**config.mk**
```make
export PLATFORM = sky130hd
export DESIGN_NAME = mul_unit_flat
export DESIGN_NICKNAME = d
export VERILOG_FILES = /design/src/rtl/mul_unit_if.sv /design/src/rtl/mul_unit.sv /design/src/flat_wrapper.sv
export SDC_FILE = /design/constraint.sdc
export NUM_CORES = 2
export LEC_CHECK = 0
export CORE_MARGIN = 2
export CORE_UTILIZATION = 60
export CTS_CLUSTER_DIAMETER = 100
export DETAILED_ROUTE_END_ITERATION = 7
export PLACE_DENSITY = 0.81
export SYNTH_ARGS = -nofsm -noshare
export SYNTH_HDL_FRONTEND = slang
export SYNTH_SLANG_ARGS = --single-unit
```
**constraint.sdc**
```tcl
create_clock -name clk -period 25.3 [get_ports clk]
set_input_delay 5.06 -clock clk [delete_from_list [all_inputs] [get_ports clk]]
set_output_delay 5.06 -clock clk [all_outputs]
set_load 0.01 [all_outputs]
```
**src/rtl/mul_unit_if.sv**
```systemverilog
// Issue/result bundle for mul_unit: operands and op select in, registered result and valid out.
interface mul_unit_if;
    logic        en;
    logic [31:0] a;
    logic [31:0] b;
    logic [1:0]  mulctl;
    logic [31:0] mulres;
    logic        valid;

    modport master (output en, a, b, mulctl, input mulres, valid);
    modport slave  (input en, a, b, mulctl, output mulres, valid);
endinterface

```
**src/rtl/mul_unit.sv**
```systemverilog
// Two-cycle, fully pipelined RV32M multiplier (MUL/MULH/MULHSU/MULHU).
// Define MUL_UNIT_HOLD_RESULT_EN to hold mulres between valid pulses; otherwise it reads 0.
module mul_unit (
    input  logic       clk,
    input  logic       rst,
    mul_unit_if.slave  bus
);
    localparam int STAGES = 2;

    typedef struct packed {
        logic [31:0] a;
        logic [31:0] b;
        logic [1:0]  ctl;
    } req_t;

    req_t              s1;
    logic [1:0]        ctl2;
    logic [63:0]       prod2;
    logic [31:0]       mulres_q;
    logic [STAGES:0]   vld_pipe;

    logic              sa, sb;
    logic [63:0]       ea, eb, prod;
    logic [31:0]       res2;

    // Extending straight to 64 bits matches the 33-bit extension; low 64 product bits are exact.
    always_comb begin
        sa   = (s1.ctl == 2'b01) || (s1.ctl == 2'b10);
        sb   = (s1.ctl == 2'b01);
        ea   = {{32{sa & s1.a[31]}}, s1.a};
        eb   = {{32{sb & s1.b[31]}}, s1.b};
        prod = ea * eb;
        res2 = (ctl2 == 2'b00) ? prod2[31:0] : prod2[63:32];
    end

    always_ff @(posedge clk) begin
        if (rst) begin
            vld_pipe <= '0;
            s1       <= '0;
            ctl2     <= '0;
            prod2    <= '0;
            mulres_q <= '0;
        end else begin
            vld_pipe <= {vld_pipe[STAGES-1:0], bus.en};
            if (bus.en) s1 <= '{a: bus.a, b: bus.b, ctl: bus.mulctl};
            ctl2  <= s1.ctl;
            prod2 <= prod;
`ifdef MUL_UNIT_HOLD_RESULT_EN
            if (vld_pipe[STAGES-1]) mulres_q <= res2;
`else
            mulres_q <= vld_pipe[STAGES-1] ? res2 : 32'h0;
`endif
        end
    end

    assign bus.mulres = mulres_q;
    assign bus.valid  = vld_pipe[STAGES];
endmodule

```
**src/flat_wrapper.sv**
```systemverilog
// flat-port wrapper written by rule: the top's interface ports become plain ports
module mul_unit_flat 
  (clk, rst, bus_en, bus_a, bus_b, bus_mulctl, bus_mulres, bus_valid);
  mul_unit_if bus_i ();
  input  logic clk;
  input  logic rst;
  input wire logic [$bits(bus_i.en)-1:0] bus_en;
  input wire logic [$bits(bus_i.a)-1:0] bus_a;
  input wire logic [$bits(bus_i.b)-1:0] bus_b;
  input wire logic [$bits(bus_i.mulctl)-1:0] bus_mulctl;
  output wire logic [$bits(bus_i.mulres)-1:0] bus_mulres;
  output wire logic [$bits(bus_i.valid)-1:0] bus_valid;
  assign bus_i.en = bus_en;
  assign bus_i.a = bus_a;
  assign bus_i.b = bus_b;
  assign bus_i.mulctl = bus_mulctl;
  assign bus_mulres = bus_i.mulres;
  assign bus_valid = bus_i.valid;
  mul_unit u_core (.clk(clk), .rst(rst), .bus(bus_i));
endmodule
```
==> metrics.md <==
| Metric | Value |
|---|---|
| Status | `finished, final reports clean` |
| Most frequent cells in the layout | `1,183 x inv_1, 1,125 x fa_1, 884 x nand2_1, 281 x and2_1, 213 x ha_1` |
| Synth warn | `0` |
| Adder-cell area share of the yosys netlist | `just under 60%` |
| Asr flop ratio synth | `0%` |
| CTS Root Cell | `clkbuf_16` |
| Final hold viol count | `0` |
| FF+latch count, synth | `167` |
| Global-route wire length before repair | `186,000 um` |
| Worst slack, placed | `between 15,000 and 20,000 ps` |
| Post-route setup slack | `16,020 ps` |
| Synthesized Nets | `6,193` |
| HPWL Detailed | `between 80,000 and 90,000 um` |
| Final ANT Viol Nets | `0` |
| Vias per inst | `~5.6` |
| CTS Hold Buffers Added | `0` |
| Wire per inst | `19.4 um` |
| Gr usage total | `32.1%` |
| Clock-pin slew on the worst setup and hold paths | `80 ps` |
| Seq/Total Area, Yosys | `under 10%` |
| Flop2flop setup slack | `around 16,000 ps` |
| Vias in the first global route | `about 36,000` |
| Ys flop type | `dfxtp_1` |
| Synth Area in Compound Gates | `under 10%` |
| CP max stage delay | `640 ps` |
| Fin area | `about 45,000 sq um` |
| Top area cells in the synthesized netlist | `fa_1 52%, inv_1 10%, dfxtp_1 7.7%` |
| Min-delay worst type | `reg -> reg` |
| Netlist cell types | `between 60 and 70` |
| Final wirelength | `110,000 um` |
| RSZ-0062 raised after global routing | `no` |
| Remaining Overflow, GRT | `0` |
| Synthesized cell area | `between 40,000 and 50,000 sq um` |
| Final setup TNS | `0 ps` |
| Synthesis-to-finish area growth | `5.05%` |
| Post-synth top area share | `approximately 52%` |
| Max-cap violation count | `0` |
| Row cnt | `just under 100` |
| Slew HR | `28.4%` |
| Synth Area per Inst | `between 9 and 10 sq um` |
| Maximum clock path buffer count | `2` |
| Htree depth | `4` |
| Post-CTS sizing | `0` |
| Die H | `around 270 um` |
| Num ports | `102` |
| Vias | `31,400` |
| Worst Setup Start Kind | `register` |
| Die Wd | `273 um` |
| Clock Skews | `between 20 and 30 ps` |
| Fmax | `between 100 and 150 MHz` |
| Fraction of layout cells with a size suffix above 1 | `under 10%` |
| Setup repair bufs after CTS | `0` |
| PD cells | `roughly 38 nW/um^2` |
| Fraction of the mapped netlist area in simple logic gates | `between 10% and 20%` |
| Cell Count, Final, Fillers Out | `5,647` |
| Largest net degree at the start of global routing | `just over 90` |
| Final GP Congestion | `approximately 0.93` |
| Multiplexer share of the synthesized area | `1.58%` |
| Setup Crit Path Kind | `reg -> reg` |
| Slew @ Worst Pin | `roughly 1100 ps` |
| P_leak | `around 22 nW` |
| Fin. max-slew vios | `0` |
| Arrival time at the worst endpoint | `roughly 9600 ps` |
| Top cell by count, worst path | `fa_1` |
| Critical Path RT | `approximately 26,000 ps` |
| Final net count | `6,090` |
| Most common cell after layout, fill and taps aside | `inv_1` |
| Largest family of logic cells by synthesized area | `adder cells` |
| CTS tree | `built` |
| Clk sinks | `about 170` |
| Initial antenna violation count | `3` |
| EDFF count, synth | `0` |
| Slowest CP cell | `fa_1` |
| DR iter-0 viols | `roughly 2,200` |
| Syn Inst Count | `4,786` |
| Clock latency on the worst-skew pair | `approximately 500 ps` |
| Final worst-path cycle share | `a little under two fifths` |
| Core area | `71,500 sq um` |
| Placed cell area | `about 45,000 sq um` |
| DRC | `0` |
| Crit end category | `register` |
| Overall die area | `approximately 74,000 sq um` |
| CP max FO | `18` |
| Buf+Inv Stages, Crit Path | `7` |
| Peak VDD IR | `between 40 and 50 uV` |
| Minimum clock period | `roughly 9300 ps` |
| Post-Synth XOR/XNOR Area | `between 1 and 1.5%` |
| Final Hold Slack | `around 440 ps` |
| Final setup vio count | `0` |
| Clock buffer count from CTS | `17` |
| IO Port Bufs | `around 100` |
| Pre-antenna DRT Iters | `5` |
| Placed Cells incl. Taps | `approximately 5,600` |
| CP delay by family, top | `adder cells` |
| Cell taking the most area after synthesis | `fa_1` |
| Starting Density | `between 60% and 70%` |
==> cell usage after synthesis, drive strengths merged (19+ instances only) <==
master	instances
inv	1183
fa	1125
nand2	884
and2	283
clkbuf	269
ha	213
nor2	177
dfxtp	167
a21oi	91
mux2i	66
xnor2	41
o21ai	35
xor2	29
a21o	25
nor2b	19
==> metrics by stage <==
step           utilization (%)  power, mW
6_report                  63.6       1.71
5_1_grt                   63.6       1.88
4_1_cts                   63.6       1.71
3_5_place_dp              62.7       1.42
3_3_place_gp              62.7       1.39
2_1_floorplan                -       1.11
==> cell type report <==
type | count | area (sq um)
multi-input combinational | 3156 | 34400
clock inverter | 15 | 195
antenna | 1 | 2.50
sequential | 167 | 3360
clock buffer | 17 | 425
inverter | 1183 | 4440
timing repair buffer | 158 | 1430
fill | 5870 | 26000
tap | 950 | 1190
==> per-layer routing <==
layer	wire, um	GRT usage, %
met5	11	0
met2	53600	54.1
met1	41800	40.8
met3	8640	5.21
met4	5750	15.3
==> power by group <==
group	leakage (nW)	switching (mW)	internal (mW)
Clock	0.295	0.152	0.135
Sequential	1.38	0.0343	0.304
Combinational	19.9	0.677	0.407
==> worst min-delay path: cells and delay by family, from the launching register on <==
| kind | cells | cell delay (ps) |
|---|---|---|
| flops | 1 | 300 |
| compound gates | 1 | 50 |
| simple gates | 1 | 40 |
==> logic make-up after synthesis <==
group                      after synthesis
adders and majority gates             1338
AOI/OAI and AO/OA                      236
DFF                                    167
buffers and inverters                 1463
and+or+nand+nor                       1444
muxes                                   68
xor gates and xnor gates                70
==> sequential cells by signal, indices dropped and copies added (netlist names) <==
| register | flops |
|---|---|
| u_core.bus.mulres | 32 |
| u_core.s1 | 2 |
| u_core.eb | 32 |
| u_core.ea | 32 |
| u_core.vld_pipe | 3 |
| u_core.prod2 | 64 |
| u_core.ctl2 | 2 |
==> worst paths after layout <==
path / from / endpoint / cells after the start
hold / removal: u_core.prod2[7]$_SDFF_PP0_ / u_core.bus.mulres[7]$_SDFF_PP0_ / 2
setup / recovery: u_core.s1[1]$_SDFFE_PP0P_ / u_core.prod2[63]$_SDFF_PP0_ / 28
setup reg to reg: u_core.s1[1]$_SDFFE_PP0P_ / u_core.prod2[63]$_SDFF_PP0_ / 28
hold reg to reg: u_core.prod2[7]$_SDFF_PP0_ / u_core.bus.mulres[7]$_SDFF_PP0_ / 2
Power figures use the tool's default switching activity.
